### src/rtl/dmem_lsu_pkg.sv
// Shared definitions for the data-memory load/store unit: access codes, FSM states,
// access-size encodings and the legal-code check.
package dmem_lsu_pkg;

    localparam logic [3:0] ACC_LB  = 4'b0100;
    localparam logic [3:0] ACC_LH  = 4'b0101;
    localparam logic [3:0] ACC_LW  = 4'b0110;
    localparam logic [3:0] ACC_LBU = 4'b0000;
    localparam logic [3:0] ACC_LHU = 4'b0001;
    localparam logic [3:0] ACC_SB  = 4'b1000;
    localparam logic [3:0] ACC_SH  = 4'b1001;
    localparam logic [3:0] ACC_SW  = 4'b1010;

    localparam int STORE_BIT = 3;

    localparam logic [1:0] SIZE_B = 2'b00;
    localparam logic [1:0] SIZE_H = 2'b01;
    localparam logic [1:0] SIZE_W = 2'b10;

    typedef enum logic [1:0] {
        ST_IDLE   = 2'd0,
        ST_ISSUE  = 2'd1,
        ST_WAIT_R = 2'd2,
        ST_RESP   = 2'd3
    } state_e;

    function automatic logic is_legal_access(input logic [3:0] access);
        case (access)
            ACC_LB, ACC_LH, ACC_LW, ACC_LBU, ACC_LHU,
            ACC_SB, ACC_SH, ACC_SW: return 1'b1;
            default:                return 1'b0;
        endcase
    endfunction

endpackage

### src/rtl/dmem_lsu_align.sv
// Byte-lane steering for stores and load extraction/extension.
// DMEM_LSU_MISALIGN_EN: flag misaligned halfword/word accesses; otherwise low bits are masked.
module dmem_lsu_align
    import dmem_lsu_pkg::*;
(
    input  logic [3:0]  access,
    input  logic [1:0]  off,
    input  logic [31:0] wdata,
    input  logic [31:0] rdata,
    output logic [3:0]  wstrb,
    output logic [31:0] wdata_rep,
    output logic [31:0] rdata_ext,
    output logic        misaligned
);

    logic [1:0] size;
    logic       sign_ld;
    logic [7:0] ld_byte;
    logic [15:0] ld_half;

    assign size    = access[1:0];
    assign sign_ld = access[2];
    assign ld_byte = rdata[8*off +: 8];
    assign ld_half = rdata[16*off[1] +: 16];

    always_comb begin
        // NOTE: every output gets a default first so no path through the case infers a latch.
        wstrb     = 4'b1111;
        wdata_rep = wdata;
        rdata_ext = rdata;
        case (size)
            SIZE_B: begin
                wstrb     = 4'b0001 << off;
                wdata_rep = {4{wdata[7:0]}};
                rdata_ext = {{24{sign_ld & ld_byte[7]}}, ld_byte};
            end
            SIZE_H: begin
                wstrb     = off[1] ? 4'b1100 : 4'b0011;
                wdata_rep = {2{wdata[15:0]}};
                rdata_ext = {{16{sign_ld & ld_half[15]}}, ld_half};
            end
            default: ;
        endcase
        if (!access[STORE_BIT]) begin
            wstrb = 4'b0000;
        end
    end

`ifdef DMEM_LSU_MISALIGN_EN
    assign misaligned = ((size == SIZE_H) && off[0]) || ((size == SIZE_W) && (off != 2'b00));
`else
    assign misaligned = 1'b0;
`endif

endmodule

### src/rtl/dmem_lsu.sv
// Load/store unit: one data-memory transaction per request over a req/gnt/rvalid port.
// Misalignment checking is enabled by DMEM_LSU_MISALIGN_EN (in dmem_lsu_align).
module dmem_lsu
    import dmem_lsu_pkg::*;
#(
    parameter int ADDR_W = 32
) (
    input  logic              clk,
    input  logic              rst,
    input  logic              req_valid,
    output logic              req_ready,
    input  logic [3:0]        req_access,
    input  logic              req_we,
    input  logic [ADDR_W-1:0] req_addr,
    input  logic [31:0]       req_wdata,
    output logic              resp_valid,
    output logic [31:0]       resp_rdata,
    output logic              resp_err,
    output logic              mem_req,
    input  logic              mem_gnt,
    output logic              mem_we,
    output logic [ADDR_W-3:0] mem_addr,
    output logic [3:0]        mem_wstrb,
    output logic [31:0]       mem_wdata,
    input  logic              mem_rvalid,
    input  logic [31:0]       mem_rdata
);

    state_e            state_q, state_d;
    logic [3:0]        access_q, access_d;
    logic [1:0]        off_q, off_d;
    logic              req_ready_q, req_ready_d;
    logic              resp_valid_q, resp_valid_d;
    logic [31:0]       resp_rdata_q, resp_rdata_d;
    logic              resp_err_q, resp_err_d;
    logic              mem_req_q, mem_req_d;
    logic              mem_we_q, mem_we_d;
    logic [ADDR_W-3:0] mem_addr_q, mem_addr_d;
    logic [3:0]        mem_wstrb_q, mem_wstrb_d;
    logic [31:0]       mem_wdata_q, mem_wdata_d;

    logic        in_idle;
    logic        legal_req;
    logic [3:0]  al_access;
    logic [1:0]  al_off;
    logic [3:0]  al_wstrb;
    logic [31:0] al_wdata;
    logic [31:0] al_rdata;
    logic        al_misaligned;

    // The aligner sees the incoming request while idle and the latched one afterwards.
    assign in_idle   = (state_q == ST_IDLE);
    assign al_access = in_idle ? req_access : access_q;
    assign al_off    = in_idle ? req_addr[1:0] : off_q;
    assign legal_req = is_legal_access(req_access) && (req_we == req_access[STORE_BIT])
                       && !al_misaligned;

    dmem_lsu_align u_align (
        .access     (al_access),
        .off        (al_off),
        .wdata      (req_wdata),
        .rdata      (mem_rdata),
        .wstrb      (al_wstrb),
        .wdata_rep  (al_wdata),
        .rdata_ext  (al_rdata),
        .misaligned (al_misaligned)
    );

    always_comb begin
        state_d      = state_q;
        access_d     = access_q;
        off_d        = off_q;
        resp_rdata_d = resp_rdata_q;
        resp_err_d   = resp_err_q;
        mem_req_d    = mem_req_q;
        mem_we_d     = mem_we_q;
        mem_addr_d   = mem_addr_q;
        mem_wstrb_d  = mem_wstrb_q;
        mem_wdata_d  = mem_wdata_q;
        case (state_q)
            ST_IDLE: begin
                if (req_valid && req_ready_q) begin
                    access_d     = req_access;
                    off_d        = req_addr[1:0];
                    resp_rdata_d = 32'h0;
                    resp_err_d   = 1'b0;
                    if (legal_req) begin
                        state_d     = ST_ISSUE;
                        mem_req_d   = 1'b1;
                        mem_we_d    = req_we;
                        mem_addr_d  = req_addr[ADDR_W-1:2];
                        mem_wstrb_d = al_wstrb;
                        mem_wdata_d = al_wdata;
                    end else begin
                        state_d    = ST_RESP;
                        resp_err_d = 1'b1;
                    end
                end
            end
            ST_ISSUE: begin
                if (mem_gnt) begin
                    mem_req_d   = 1'b0;
                    mem_we_d    = 1'b0;
                    mem_addr_d  = '0;
                    mem_wstrb_d = 4'b0000;
                    mem_wdata_d = 32'h0;
                    state_d     = access_q[STORE_BIT] ? ST_RESP : ST_WAIT_R;
                end
            end
            ST_WAIT_R: begin
                if (mem_rvalid) begin
                    resp_rdata_d = al_rdata;
                    state_d      = ST_RESP;
                end
            end
            ST_RESP: begin
                resp_rdata_d = 32'h0;
                resp_err_d   = 1'b0;
                state_d      = ST_IDLE;
            end
            default: state_d = ST_IDLE;
        endcase
        resp_valid_d = (state_d == ST_RESP);
        req_ready_d  = (state_d == ST_IDLE);
    end

    always_ff @(posedge clk) begin
        // NOTE: sequential state uses non-blocking assignments so every flop samples pre-edge values.
        if (rst) begin
            state_q      <= ST_IDLE;
            access_q     <= 4'b0000;
            off_q        <= 2'b00;
            req_ready_q  <= 1'b1;
            resp_valid_q <= 1'b0;
            resp_rdata_q <= 32'h0;
            resp_err_q   <= 1'b0;
            mem_req_q    <= 1'b0;
            mem_we_q     <= 1'b0;
            mem_addr_q   <= '0;
            mem_wstrb_q  <= 4'b0000;
            mem_wdata_q  <= 32'h0;
        end else begin
            state_q      <= state_d;
            access_q     <= access_d;
            off_q        <= off_d;
            req_ready_q  <= req_ready_d;
            resp_valid_q <= resp_valid_d;
            resp_rdata_q <= resp_rdata_d;
            resp_err_q   <= resp_err_d;
            mem_req_q    <= mem_req_d;
            mem_we_q     <= mem_we_d;
            mem_addr_q   <= mem_addr_d;
            mem_wstrb_q  <= mem_wstrb_d;
            mem_wdata_q  <= mem_wdata_d;
        end
    end

    assign req_ready  = req_ready_q;
    assign resp_valid = resp_valid_q;
    assign resp_rdata = resp_rdata_q;
    assign resp_err   = resp_err_q;
    assign mem_req    = mem_req_q;
    assign mem_we     = mem_we_q;
    assign mem_addr   = mem_addr_q;
    assign mem_wstrb  = mem_wstrb_q;
    assign mem_wdata  = mem_wdata_q;

endmodule

### config.mk
export PLATFORM = sky130hd
export DESIGN_NAME = dmem_lsu
export DESIGN_NICKNAME = d
export VERILOG_FILES = /design/src/rtl/dmem_lsu_pkg.sv /design/src/rtl/dmem_lsu_align.sv /design/src/rtl/dmem_lsu.sv
export SDC_FILE = /design/constraint.sdc
export NUM_CORES = 1
export LEC_CHECK = 0
export BUFFER_PORTS_ARGS = -buffer_cell sky130_fd_sc_hd__buf_2
export CORE_ASPECT_RATIO = 1.1
export CORE_MARGIN = 2
export CORE_UTILIZATION = 40
export CTS_CLUSTER_DIAMETER = 50
export DETAILED_ROUTE_END_ITERATION = 6
export GPL_ROUTABILITY_DRIVEN = 0
export PLACE_DENSITY = 0.68
export SLEW_MARGIN = 40
export SYNTH_ARGS = -nofsm -noshare
export SYNTH_HDL_FRONTEND = slang
export SYNTH_SLANG_ARGS = --single-unit
### constraint.sdc
create_clock -name clk -period 5.1 [get_ports clk]
set_clock_uncertainty 0.15 [all_clocks]
set_input_delay 1.53 -clock clk [delete_from_list [all_inputs] [get_ports clk]]
set_output_delay 1.53 -clock clk [all_outputs]
set_load 0.05 [all_outputs]
# Word level (Yosys, flattened, before mapping)

Memory sizes are Yosys's and may differ from the RTL's.
Index checks and enable logic that the tools add are counted.

Memory bits (read-only): 16
Memories kept: 1
Word-level logic and storage cells: 78
Output and inout port bits: 103
Flip-flop bits (word level): 111
Input bits: 106

Memories:

| memory          | depth | width | read ports | clocked after memory_dff | write ports | RTL line           | RTL |
|---|---|---|---|---|---|---|---|
| (no name shown) | 16    | 1     | 1          | 0                        | 0           | dmem_lsu_pkg.sv:28 | `case (access)` |

Reduce and logical (&&, ||, !) cells: 12
Shift operators: 3
Bitwise operators: 2
Multiplexer cells: 38
Equal/unequal tests: 10

Operators by type and width:

| cell                                             | count |
|---|---|
| one-hot mux 32 bit (2 select lines)              | 3 |
| 2-to-1 mux 32 bit                                | 5 |
| one-hot mux 32 bit (3 select lines)              | 1 |
| 2-to-1 mux 30 bit                                | 3 |
| one-hot mux 30 bit (2 select lines)              | 1 |
| indexed part select 32 x 6 -> 16 bit             | 1 |
| indexed part select 32 x 6 -> 8 bit              | 1 |
| 2-to-1 mux 4 bit                                 | 6 |
| one-hot mux 4 bit (2 select lines)               | 2 |
| 2-to-1 mux 2 bit                                 | 5 |
| 2-to-1 mux 1 bit                                 | 8 |
| one-hot mux 2 bit (4 select lines)               | 1 |
| == test 2 bit (second input constant)            | 3 |
| logical NOT 2 bit                                | 3 |
| one-hot mux 1 bit (2 select lines)               | 3 |
| == test 2 x 1 -> 1 bit (second input constant)   | 2 |
| != test 2 x 1 -> 1 bit (second input constant)   | 2 |
| != test 2 bit (second input constant)            | 2 |
| AND reduction 2 bit                              | 2 |
| AND reduction 4 bit                              | 1 |
| nonzero test 2 bit                               | 2 |
| << shifter 1 x 2 -> 4 bit (first input constant) | 1 |
| AND reduction 3 bit                              | 1 |
| nonzero test 3 bit                               | 1 |
| other kinds (3)                                  | 5 |

# Longest topological paths before layout

Word-level depth: 8
Gate-level depth with buffers: 9
Gate-level depth less buffers: 5

# Cells and area by module

A second synthesis with hierarchy kept.

Cells, all modules: 672
Area total of the unflattened synthesis: 5,652.9 sq um

By module, submodules not included:

| module         | area each (sq um) | cells each | times used | seq. area each (sq um) |
|---|---|---|---|---|
| dmem_lsu       | 4,520.6           | 509        | 1          | 2,222.1 |
| dmem_lsu_align | 1,132.3           | 163        | 1          | 0.0 |

# Least setup slack after synthesis

No wires, ideal clock.

Kind: input port to flip-flop
Start: input req_access[0]
End: register resp_rdata_q[16], in the netlist resp_rdata[16]
Cell stages on the path: 7
Path slack: 1.929 ns
Required time: 4.864 ns
Path buffers: 2
Data arrival time: 2.936 ns
Library setup time: 0.086 ns
Cells stage by stage: nor4_2 > a21oi_4 > buf_6 > a211oi_4 > nor4_4 > buf_6 > o31ai_2

Cells in the longest elaborated chain, start to end: 5
Elaborated cells on any way between the ends: 6
Classes of those cells: 1 x eq/ne; 4 x mux; 1 x reduce/logical

Ends and longest elaborated chain:

| element                                                            | RTL line             | RTL |
|---|---|---|
| from (decl)                                                        | dmem_lsu.sv:12       | `input logic [3:0] req_access,` |
| 2-to-1 mux 4 bit *                                                 | dmem_lsu.sv:53       | `assign al_access = in_idle ? req_access : access_q;` |
| == test 2 x 1 -> 1 bit / logical NOT 2 bit (equally long branches) | dmem_lsu_align.sv:31 | `case (size)` |
| one-hot mux 32 bit (2 select lines) *                              | dmem_lsu_align.sv:31 |  |
| 2-to-1 mux 32 bit *                                                | dmem_lsu.sv:111      | `if (mem_rvalid) begin` |
| one-hot mux 32 bit (3 select lines) *                              | dmem_lsu.sv:80       | `case (state_q)` |
| to (signal assigned)                                               | dmem_lsu.sv:148      | `resp_rdata_q <= resp_rdata_d;` |
| to (decl)                                                          | dmem_lsu.sv:34       | `logic [31:0] resp_rdata_q, resp_rdata_d;` |

Mark *: on every way between the ends. The rest lies on a longest branch, timed or not. The select of a mux whose other input is x is not followed.
A chain may end at the register's enable or synchronous reset.

# Worst setup path after layout

Start: input req_access[0]
End: register resp_rdata_q[23], in the netlist resp_rdata[23]

The elaborated chain is that of the path after synthesis.

==> flow_summary.json <==
{
  "outcome": "complete, no violations",
  "fmax_ghz": 0.298,
  "drtPass1Iterations": 5,
  "synth.distinct_cells": 54,
  "initial_core_util_pct": 40.8,
  "synth_nets": 745,
  "row_count": 44,
  "cp_max_fo": 11,
  "worstPathArrival_ns": 3.48,
  "fin_util_pct": 51.4,
  "dieArea_um2": 14300,
  "ys_seq_elements": 111,
  "final_cell_mix": "buf_2, a21oi_1, dfxtp_1",
  "grt_use_total_pct": 23.3,
  "post-route-min-period_ns": 3.36,
  "vias_per_cell": 5.46,
  "place_inst": 968,
  "hold_ws_ns": 0.306,
  "clk_pin_slew_ns": 0.07,
  "timing.rr.end": "resp_rdata[23]",
  "layout_commonest_cell": "buf_2",
  "port_buffers": 208,
  "core_um2": 13100,
  "grt-ovfl-total": 0,
  "fp.dieH_um": 125,
  "drtIter0Drc": 306,
  "cts_root_buf": "clkbuf_16",
  "synthesis.area_um2": 5340,
  "area_growth_pct": 26.1,
  "rsz0062_at_grt": "false",
  "cts_tree": "built",
  "min_period_over_period_pct": 65.9,
  "end_kind": "flop",
  "finalHoldViolCount": 0,
  "grt_max_degree": 65,
  "ys_warn_count": 0,
  "ys_seq_area_share_pct": 41.6,
  "cp-endpoint": "resp_rdata[23]",
  "cts_hold_buf": 0,
  "synth_edf_count": 0,
  "syn_area_per_cell_um2": 8.36,
  "p_leak_nw": 2.90,
  "tns_ns": 0,
  "required_ns": 5.22,
  "finalSetupViolations": 0,
  "cp-start-kind": "input pin",
  "postRouteWirelength_um": 16800,
  "grt_first_pass_wirelength_um": 26600,
  "wl_per_cell_um": 17.1,
  "cts_setup_buffers": 0,
  "reg2reg_from": "state_q[0]",
  "startpoint": "req_access[0]",
  "r2r_cells": 7,
  "irDropWorstVdd_v": 0.000209,
  "clk_latency_ns": 0.35,
  "min_path_type": "flop to flop",
  "worstMarginPinSlew_ns": 0.748,
  "slew_viol_final": 0,
  "power.density_nw_per_um2": 414,
  "max_slew_margin_pct": 49.9,
  "pre_cts_slack_ns": 1.39,
  "final_cells": 987,
  "htree_levels": 3,
  "die_w_um": 114,
  "reg2reg_slack_ns": 2.37,
  "cts.path.max_buffers": 2,
  "fin_ws_ns": 1.74,
  "synthCells": 639,
  "drc_errors": 0,
  "final_layout_size_suffix_gt1_share_pct": 34.5,
  "dp_hpwl_um": 12200,
  "vias": 5389,
  "synth_ff_type": "dfxtp_1",
  "finalNetCount": 924,
  "async_flop_share_pct": 0,
  "clock_sinks": 111,
  "antenna_found_initial": 3,
  "cts_buffers": 9,
  "boundaryPins": 209,
  "ant_nets": 0,
  "ctsResizeCount": 0,
  "critPathKind": "input pin to flop",
  "maxCapViolCount": 0,
  "grt_pass1_vias": 5044
}
==> worst max-delay path, cell delays in order <==
cell	delay (ns)
buf_2	0.15
nor4_2	0.37
a21oi_4	0.16
a211oi_4	0.51
nor4_4	0.15
buf_4	0.20
buf_4	0.18
o31ai_2	0.23
==> registers in the layout, indices dropped and copies added, names as in the netlist <==
register,cells
req_ready,1
mem_wstrb,4
mem_addr,30
resp_rdata,32
mem_we,1
resp_err,1
mem_wdata,32
resp_valid,1
state_q,2
mem_req,1
access_q,4
off_q,2
==> kinds of logic (layout without fill, tap and decap cells) <==
group,count (synthesis),after routing,share of synthesized area [%]
AOI/OAI and AO/OA,207,207,25.6
buffers and inverters,64,248,5.95
and+or+nand+nor,231,231,21.6
muxes,26,26,5.32
DFF,111,111,41.6
other,0,3,0
==> how the worst min path moves through the flow <==
| stage | start | end | slack [ns] | cells after the start |
|---|---|---|---|---|
| after floorplan | access_q[3] | access_q[3] | 0.28 | 2 |
| after global routing | mem_wdata[9] | mem_wdata[9] | 0.33 | 2 |
| after global placement | resp_rdata[27] | resp_rdata[27] | 0.29 | 2 |
| after CTS | resp_rdata[25] | resp_rdata[25] | 0.31 | 2 |
| final | resp_rdata[27] | resp_rdata[27] | 0.31 | 2 |
| after detailed placement | resp_rdata[16] | resp_rdata[16] | 0.29 | 2 |
==> routing by layer <==
metal	global-route usage [%]	share of wire (%)	vias to the layer above	wire, um
met5	0	0.065	-	11
met3	7.42	9.7	24	1640
met4	8.18	2.0	2	335
met2	35.6	45	230	7620
met1	30.8	43	2472	7230
li1	-	-	2661	-
==> final cells by class <==
type                            count  area (um2)
Inverter                           12        45.0
Fill cell                        1319        6370
Multi-Input combinational cell    464        2830
Clock inverter                      6        58.8
Timing Repair Buffer              220        1130
Tap cell                          161         201
Sequential cell                   111        2220
Antenna cell                        3        7.51
Clock buffer                       10         239
==> stage by stage <==
stage          total power (W)  cell area (um2)
6_report               0.00279             6740
5_1_grt                0.00293             6730
4_1_cts                0.00280             6720
3_5_place_dp           0.00209             6420
3_3_place_gp           0.00207             6410
2_1_floorplan          0.00186             5340
==> where the power goes <==
group          leakage, nW  switching [W]  internal [W]
clock                0.145       0.000356      0.000359
combinational         1.85       0.000728      0.000341
sequential           0.899      0.0000696      0.000934
==> Yosys cell counts, types with 5 or more instances <==
cell type	instances	area share (%)
buf_1	5	0.35
a21oi_1	122	11
nor3_1	10	0.94
a32o_1	7	1.3
inv_1	12	0.84
clkbuf_1	27	1.9
o31ai_2	10	2.3
o31ai_1	6	0.84
a211oi_1	9	1.3
nor4b_1	8	1.3
or3_1	7	0.82
mux2i_1	9	1.7
o21ai_0	14	1.3
buf_2	10	0.94
a22o_1	11	1.8
buf_6	8	1.7
dfxtp_1	111	42
nand3_1	77	7.2
o21a_1	11	1.5
nand2_1	90	6.3
nor2_1	15	1.1
mux2_2	14	3.0
Note: power is estimated with default switching activity, not from simulation.
